File: src/rtl/transceiver_pkg.sv
// Shared line-level definitions for the serial transmitter and receiver/decoder pair.
// Frame on the wire: start(0), 8 data bits LSB-first, odd parity, stop(1).
package transceiver_pkg;

   typedef enum logic [2:0] {
      ST_IDLE,
      ST_START,
      ST_DATA,
      ST_PARITY,
      ST_STOP
   } tx_state_e;

   localparam int FRAME_DATA_BITS = 8;
   localparam int FRAME_BITS      = 11;

   localparam logic IDLE_LEVEL  = 1'b1;
   localparam logic START_LEVEL = 1'b0;
   localparam logic STOP_LEVEL  = 1'b1;

   // Parity bit sits above the data so a right shift walks it onto bit 0 after the data.
   typedef struct packed {
      logic                       parity;
      logic [FRAME_DATA_BITS-1:0] data;
   } enc_word_t;

   function automatic logic odd_parity(input logic [FRAME_DATA_BITS-1:0] d);
      return ~^d;
   endfunction

endpackage

File: src/rtl/transmitter_encoder.sv
// Combinational byte encoder: appends the odd-parity bit to the data byte.
// Mirror of the decoder on the receive side.
module encoder
   import transceiver_pkg::*;
(
   input  logic [FRAME_DATA_BITS-1:0] data_i,
   output enc_word_t                  word_o
);

   always_comb begin
      word_o.data   = data_i;
      word_o.parity = odd_parity(data_i);
   end

endmodule

File: src/rtl/transmitter.sv
// Serial frame transmitter with valid/ready byte input.
// Outputs are registered from next-state values so they change exactly on the clock edge.
module transmitter
   import transceiver_pkg::*;
#(
   parameter int CLKS_PER_BIT = 1
) (
   input  logic                       clk,
   input  logic                       arst,
   input  logic [FRAME_DATA_BITS-1:0] in_byte,
   input  logic                       in_valid,
   output logic                       in_ready,
   output logic                       out,
   output logic                       busy,
   output logic                       done
);

   localparam int            CW       = $clog2(CLKS_PER_BIT) + 1;
   localparam logic [CW-1:0] CNT_LAST = CW'(CLKS_PER_BIT - 1);

   tx_state_e     state_q, state_d;
   logic [CW-1:0] cnt_q, cnt_d;
   logic [2:0]    idx_q, idx_d;
   logic [8:0]    shreg_q, shreg_d;
   logic          out_q, out_d;
   logic          busy_q, busy_d;
   logic          done_q, done_d;
   logic          in_ready_q, in_ready_d;

   enc_word_t     enc_word;
   logic          accept;
   logic          bit_last;
   logic          stop_last_d;

   encoder u_encoder (
      .data_i (in_byte),
      .word_o (enc_word)
   );

   assign accept   = in_valid & in_ready_q;
   assign bit_last = (cnt_q == CNT_LAST);

   always_comb begin
      state_d = state_q;
      cnt_d   = cnt_q;
      idx_d   = idx_q;
      shreg_d = shreg_q;

      if (state_q != ST_IDLE) begin
         cnt_d = bit_last ? '0 : cnt_q + 1'b1;
      end

      unique case (state_q)
         ST_IDLE: begin
            if (accept) begin
               state_d = ST_START;
               cnt_d   = '0;
               shreg_d = enc_word;
            end
         end
         ST_START: begin
            if (bit_last) begin
               state_d = ST_DATA;
               idx_d   = '0;
            end
         end
         ST_DATA: begin
            if (bit_last) begin
               shreg_d = {1'b0, shreg_q[8:1]};
               idx_d   = idx_q + 3'd1;
               if (idx_q == 3'd7) state_d = ST_PARITY;
            end
         end
         ST_PARITY: begin
            if (bit_last) state_d = ST_STOP;
         end
         ST_STOP: begin
            // Accept on the final stop clk chains straight into the next start bit.
            if (bit_last) begin
               if (accept) begin
                  state_d = ST_START;
                  shreg_d = enc_word;
               end else begin
                  state_d = ST_IDLE;
               end
            end
         end
         default: state_d = ST_IDLE;
      endcase

      unique case (state_d)
         ST_START:            out_d = START_LEVEL;
         ST_DATA, ST_PARITY:  out_d = shreg_d[0];
         ST_STOP:             out_d = STOP_LEVEL;
         default:             out_d = IDLE_LEVEL;
      endcase

      stop_last_d = (state_d == ST_STOP) && (cnt_d == CNT_LAST);
      done_d      = stop_last_d;
      in_ready_d  = (state_d == ST_IDLE) || stop_last_d;
      busy_d      = (state_d != ST_IDLE);
   end

   always_ff @(posedge clk or negedge arst) begin
      if (!arst) begin
         state_q    <= ST_IDLE;
         cnt_q      <= '0;
         idx_q      <= '0;
         shreg_q    <= '0;
         out_q      <= IDLE_LEVEL;
         busy_q     <= 1'b0;
         done_q     <= 1'b0;
         in_ready_q <= 1'b0;
      end else begin
         state_q    <= state_d;
         cnt_q      <= cnt_d;
         idx_q      <= idx_d;
         shreg_q    <= shreg_d;
         out_q      <= out_d;
         busy_q     <= busy_d;
         done_q     <= done_d;
         in_ready_q <= in_ready_d;
      end
   end

   assign out      = out_q;
   assign busy     = busy_q;
   assign done     = done_q;
   assign in_ready = in_ready_q;

endmodule
File: config.mk
export PLATFORM = sky130hd
export DESIGN_NAME = transmitter
export DESIGN_NICKNAME = d
export VERILOG_FILES = /design/src/rtl/transceiver_pkg.sv /design/src/rtl/transmitter_encoder.sv /design/src/rtl/transmitter.sv
export SDC_FILE = /design/constraint.sdc
export NUM_CORES = 1
export LEC_CHECK = 0
export ABC_AREA = 1
export BUFFER_PORTS_ARGS = -buffer_cell sky130_fd_sc_hd__buf_2
export CORE_UTILIZATION = 56
export DETAILED_ROUTE_END_ITERATION = 8
export MAX_ROUTING_LAYER = met4
export PLACE_DENSITY = 0.79
export RECOVER_POWER = 50
export SETUP_SLACK_MARGIN = 0.02
export SLEW_MARGIN = 20
export SYNTH_ARGS = -nofsm -noshare
export SYNTH_HDL_FRONTEND = slang
export SYNTH_SLANG_ARGS = --single-unit
export TNS_END_PERCENT = 5
File: constraint.sdc
create_clock -name clk -period 1.5 [get_ports clk]
set_clock_uncertainty 0.05 [all_clocks]
set_input_delay 0.375 -clock clk [delete_from_list [all_inputs] [get_ports clk]]
set_output_delay 0.375 -clock clk [all_outputs]
set_load 0.05 [all_outputs]
Word level (Yosys, flattened, before mapping)
Index checks and enable logic that the tools add are counted.
{"block": "classes", "addsub": 2, "n_eq_ne": 12, "mux": 20, "bitwise": 2, "reduce_logical": 12}
{"op": "two-way mux 9 bit", "count": 3}
{"op": "one-hot mux 9 bit (3 select lines)", "count": 1}
{"op": "two-way mux 3 bit", "count": 8}
{"op": "one-hot mux 3 bit (5 select lines)", "count": 1}
{"op": "equality test 3 x 2 -> 1 bit, second input constant", "count": 4}
{"op": "equality test 3 bit, second input constant", "count": 3}
{"op": "nonzero test 3 bit", "count": 3}
{"op": "XNOR reduction 8 bit", "count": 1}
{"op": "equality test 3 x 1 -> 1 bit, second input constant", "count": 2}
{"op": "logical NOT 3 bit", "count": 2}
{"op": "!= test 2 bit, second input constant", "count": 3}
{"op": "one-hot mux 3 bit (2 select lines)", "count": 1}
{"op": "AND reduction 3 bit", "count": 2}
{"op": "two-way mux 1 bit", "count": 5}
{"op": "adder 3 x 1 -> 3 bit, second input constant", "count": 1}
{"op": "one-hot mux 1 bit (2 select lines)", "count": 1}
{"op": "nonzero test 2 bit", "count": 1}
{"op": "OR reduction 2 bit", "count": 1}
{"op": "adder 1 bit, second input constant", "count": 1}
{"op": "bitwise AND 1 bit", "count": 1}
{"op": "logical AND 1 bit", "count": 1}
{"op": "logical OR 1 bit", "count": 1}
{"op": "inverter 1 bit", "count": 1}
{"block": "word_totals", "reg_bits": 20, "out_inout_bits": 4}

Depth between registers and ports, before layout
{"block": "depth", "ltp_word": 8, "ltp_mapped": 9, "ltp_nobuf": 9}

Hierarchy
A second synthesis with hierarchy kept.
{"block": "unflattened", "hier_cells": 188, "hier_area_um2": 1351.3}
{"mod": "transmitter", "instances": 1, "cells_per_inst": 143, "area_each_um2": 1146.1}
{"mod": "encoder", "instances": 1, "cells_per_inst": 45, "area_each_um2": 205.2}

Worst setup path after synthesis
No wires, ideal clock.
{"block": "synth_path", "path_kind": "register -> register", "start": "reg in_ready_q (netlist: in_ready)", "end": "reg shreg_q[1]", "setup_time_ns": 0.123, "arrival_time_ns": 1.384, "t_required_ns": 1.327, "path_slack_ns": -0.056, "stages_incl_launch_ff": 9, "path_buffers": 1, "period_less_slack_ns": 1.556, "cell_sequence": "dfrtp_1 nand2_2 inv_2 buf_6 nand2_1 o21ai_0 nor2_1 a31oi_1 nand2_1"}
{"block": "synth_via", "elab_chain_cells": 4}
{"element": "start, declared", "line_no": "transmitter.sv:28", "rtl": "logic in_ready_q, in_ready_d;"}
{"element": "start signal, assigned", "line_no": "transmitter.sv:122", "rtl": "in_ready_q <= in_ready_d;"}
{"element": "bitwise AND 1 bit (*)", "line_no": "transmitter.sv:40", "rtl": "assign accept = in_valid & in_ready_q;"}
{"element": "two-way mux 9 bit (*)"}
{"element": "two-way mux 9 bit"}
{"element": "one-hot mux 9 bit (3 select lines) (*)"}
{"element": "end signal, assigned", "line_no": "transmitter.sv:118", "rtl": "shreg_q <= shreg_d;"}
{"element": "end, declared", "line_no": "transmitter.sv:24", "rtl": "logic [8:0] shreg_q, shreg_d;"}
Mark *: on every way between the ends. The rest lies on a longest branch, timed or not. The select of a mux whose other input is x is not followed.
A chain may end at the register's enable or synchronous reset.

Worst setup path after layout
{"block": "layout_path", "start": "reg out_q (netlist: out)", "end": "out out"}
{"element": "start, declared", "line_no": "transmitter.sv:25", "rtl": "logic out_q, out_d;"}
{"element": "start signal, assigned", "line_no": "transmitter.sv:119", "rtl": "out_q <= out_d;"}
{"element": "end, declared", "line_no": "transmitter.sv:13", "rtl": "output logic out,"}
No word-level cell between the ends.

==> impl_metrics.csv <==
group,metric,value,unit
yosys,seq_area_frac_synth,0.402,
yosys,async_flop_share,1.00,
critical_path,path_max_fanout,1,
grt,grt_pass1_vias,1169,
floorplanning,pin_count,15,
grt,grt_max_degree,21,
grt,grt_pass1_wl,4.51,mm
yosys,ys_ff_latch,20,
final_layout,multi_input_area,616,um^2
critical_path,worstPathRequired,1.07,ns
floorplanning,row_count,16,
grt,overflow,0,
floorplanning,coreArea,0.00202,mm^2
yosys,avgSynthCellArea,6.97,um^2
cts,clk_pin_slew_worst_paths,0.11,ns
critical_path,timing.critical_path.buf_inv,1,
sta,finalCriticalPeriod,1.44,ns
critical_path,cp_slowest_cell,"dfstp_2",
yosys,yosysWarnings,0,
final_layout,syn_to_final_growth,12.4,%
final_layout,num-fill-cells,189,
sta,rsz0062_at_grt,"false",
yosys,syn_nets,192,
cts,cts_buffers,3,
final_layout,diodes,0,
critical_path,start_kind,"register",
grt,antenna_found_initial,0,
routing,drt_pre_antenna_iters,5,
yosys,synth_cell_types,25,
sta,tightest_slew,0.491,ns
critical_path,crit_family,"flip-flops",
yosys,ys.flop_type,"dfrtp_1",
routing,wire_per_inst,11.3,um
sta,relSlewSlack,0.673,
cts,tritoncts,"built",
cts,cts_post_setup_buffers_inserted,0,
routing,viasPerCell,5.16,
sta,whs,0.379,ns
yosys,synth_area_leaders,"dfrtp_1 (38%), nand2_1 (21%), inv_1 (6.6%)",
yosys,ys_top_cells_by_count,"nand2_1 (71), inv_1 (22), dfrtp_1 (19)",
sta,max_freq,0.693,GHz
yosys,synth_top_area_frac,0.381,
min_path,hold_class,"primary input to register",
final_layout,nets,214,
sta,finalSetupViolCount,0,
power_and_ir_drop,peakVddDrop,0.00120,V
cts,htree_levels,1,
cts,root_buffer,"clkbuf_4",
power_and_ir_drop,p_leak,0.803,nW
critical_path,crit_chain,"buf_4",
sta,tns,0,ns
cts,clock_path_buffers,2,
power_and_ir_drop,p_per_area,1840,mW/mm^2
cts,cts_sinks,20,
floorplanning,initial_core_util,0.617,
cts,clk_latency,0.30,ns
floorplanning,die_h,49.2,um
placed_design,portBuffers,14,
critical_path,crit_path_end_kind,"primary output",
critical_path,cpPeakStageDelay,0.53,ns
yosys,synth_area,0.00125,mm^2
yosys,yosysTopAreaCell,"dfrtp_1",
yosys,synth_most_common_cell,"nand2_1",
placed_design,gp_congestion,0.939,
sta,slew_viol_final,0,
sta,hold_viol_final,0,
critical_path,path_class,"register to primary output",
routing,drc_errors,0,
sta,period_share,0.962,
grt,gr-usage-all-layers,0.250,
final_layout,regArea,503,um^2
routing,ant_nets,0,
run_status,run_status,"completed",
floorplanning,die-area,0.00242,mm^2
routing,routed_wl,2.56,mm
placed_design,hpwlAfterDp,2.05,mm
job,max_cap_violations,0,
yosys,synth_edf_count,0,
final_layout,drive_gt1_frac,0.185,
floorplanning,die_w,49.2,um
routing,drtIter0Drc,13,
yosys,netlist_instances,179,
critical_path,crit_arrival,1.02,ns
routing,vias,1172,
through the flow:
| step | std cells | total power, mW | setup slack (ns) | utilization | instance area, um^2 |
|---|---|---|---|---|---|
| 2_1_floorplan | 179 | 1.95 | 0.0753 | - | 1250 |
| 3_3_place_gp | 222 | 2.22 | 0.0819 | 0.673 | 1360 |
| 3_5_place_dp | 222 | 2.28 | 0.0681 | 0.673 | 1360 |
| 4_1_cts | 227 | 2.61 | 0.0404 | 0.697 | 1410 |
| 5_1_grt | 227 | 2.80 | 0.0240 | 0.694 | 1400 |
| 6_report | 227 | 2.58 | 0.0564 | 0.694 | 1400 |
timing repair:
item                       in CTS  in global routing
gates resized for setup         1                  1
setup endpoints to repair       1                  7
hold buffers                    1                  0
pin swaps                       0                  0
hold endpoints to repair       19                  0
registers in the layout, summed over array words and instances, names as in the netlist:
name	flops
shreg_q	9
idx_q	3
state_q	3
busy	1
cnt_q	1
done	1
in_ready	1
out	1
final timing paths:
path	start	cells after the start	endpoint	slack (ns)
setup / recovery	out$_DFF_PN1_	1	out	0.06
hold / removal	in_byte[6]	4	shreg_q[6]$_DFFE_PN0P_	0.38
setup reg to reg	state_q[0]$_DFF_PN0_	5	shreg_q[2]$_DFFE_PN0P_	0.11
hold reg to reg	shreg_q[6]$_DFFE_PN0P_	2	shreg_q[6]$_DFFE_PN0P_	0.45
max in group asynchronous	arst	2	out$_DFF_PN1_	0.54
min in group asynchronous	arst	2	shreg_q[4]$_DFFE_PN0P_	0.50
placed cells by master (no fill, tap or decap), drive strengths merged:
master       count
nand2           73
a21oi            4
nor2            15
dfstp            1
clkbuf           5
or2              2
o21a             1
nand3b           1
nand3           13
nor3             4
o21ai            6
ha               2
dfrtp           19
a31oi            7
buf             17
nand4            1
inv             27
xnor2            1
dlygate4sd3      1
layout make-up:
cell class,count,share of cell area
Multi-Input combinational cell,130,0.439
Sequential cell,20,0.359
Timing Repair Buffer,19,0.0803
Inverter,27,0.0723
Clock buffer,4,0.0259
Tap cell,27,0.0241
power breakdown:
| group | total [mW] | switching [mW] | internal [mW] |
|---|---|---|---|
| Combinational | 1.33 | 0.892 | 0.440 |
| Clock | 0.316 | 0.168 | 0.148 |
| Sequential | 0.934 | 0.151 | 0.784 |
metal layers:
| layer | wire [um] | track usage | up-vias | share of wire |
|---|---|---|---|---|
| met4 | 37 | 0.103 | 0 | 0.014 |
| met3 | 83 | 0.0374 | 6 | 0.032 |
| met2 | 1320 | 0.434 | 17 | 0.52 |
| met1 | 1110 | 0.286 | 544 | 0.44 |
| li1 | - | - | 605 | - |
| met5 | 0 | - | - | 0 |
logic make-up after synthesis:
| group | after synthesis | synth area share |
|---|---|---|
| xor gates and xnor gates | 1 | 0.00702 |
| and+or+nand+nor | 109 | 0.381 |
| AOI/OAI and AO/OA | 18 | 0.0903 |
| buffers and inverters | 29 | 0.0993 |
| DFF | 20 | 0.402 |
| adders and majority gates | 2 | 0.0201 |
Note: power is estimated with default switching activity, not from simulation.
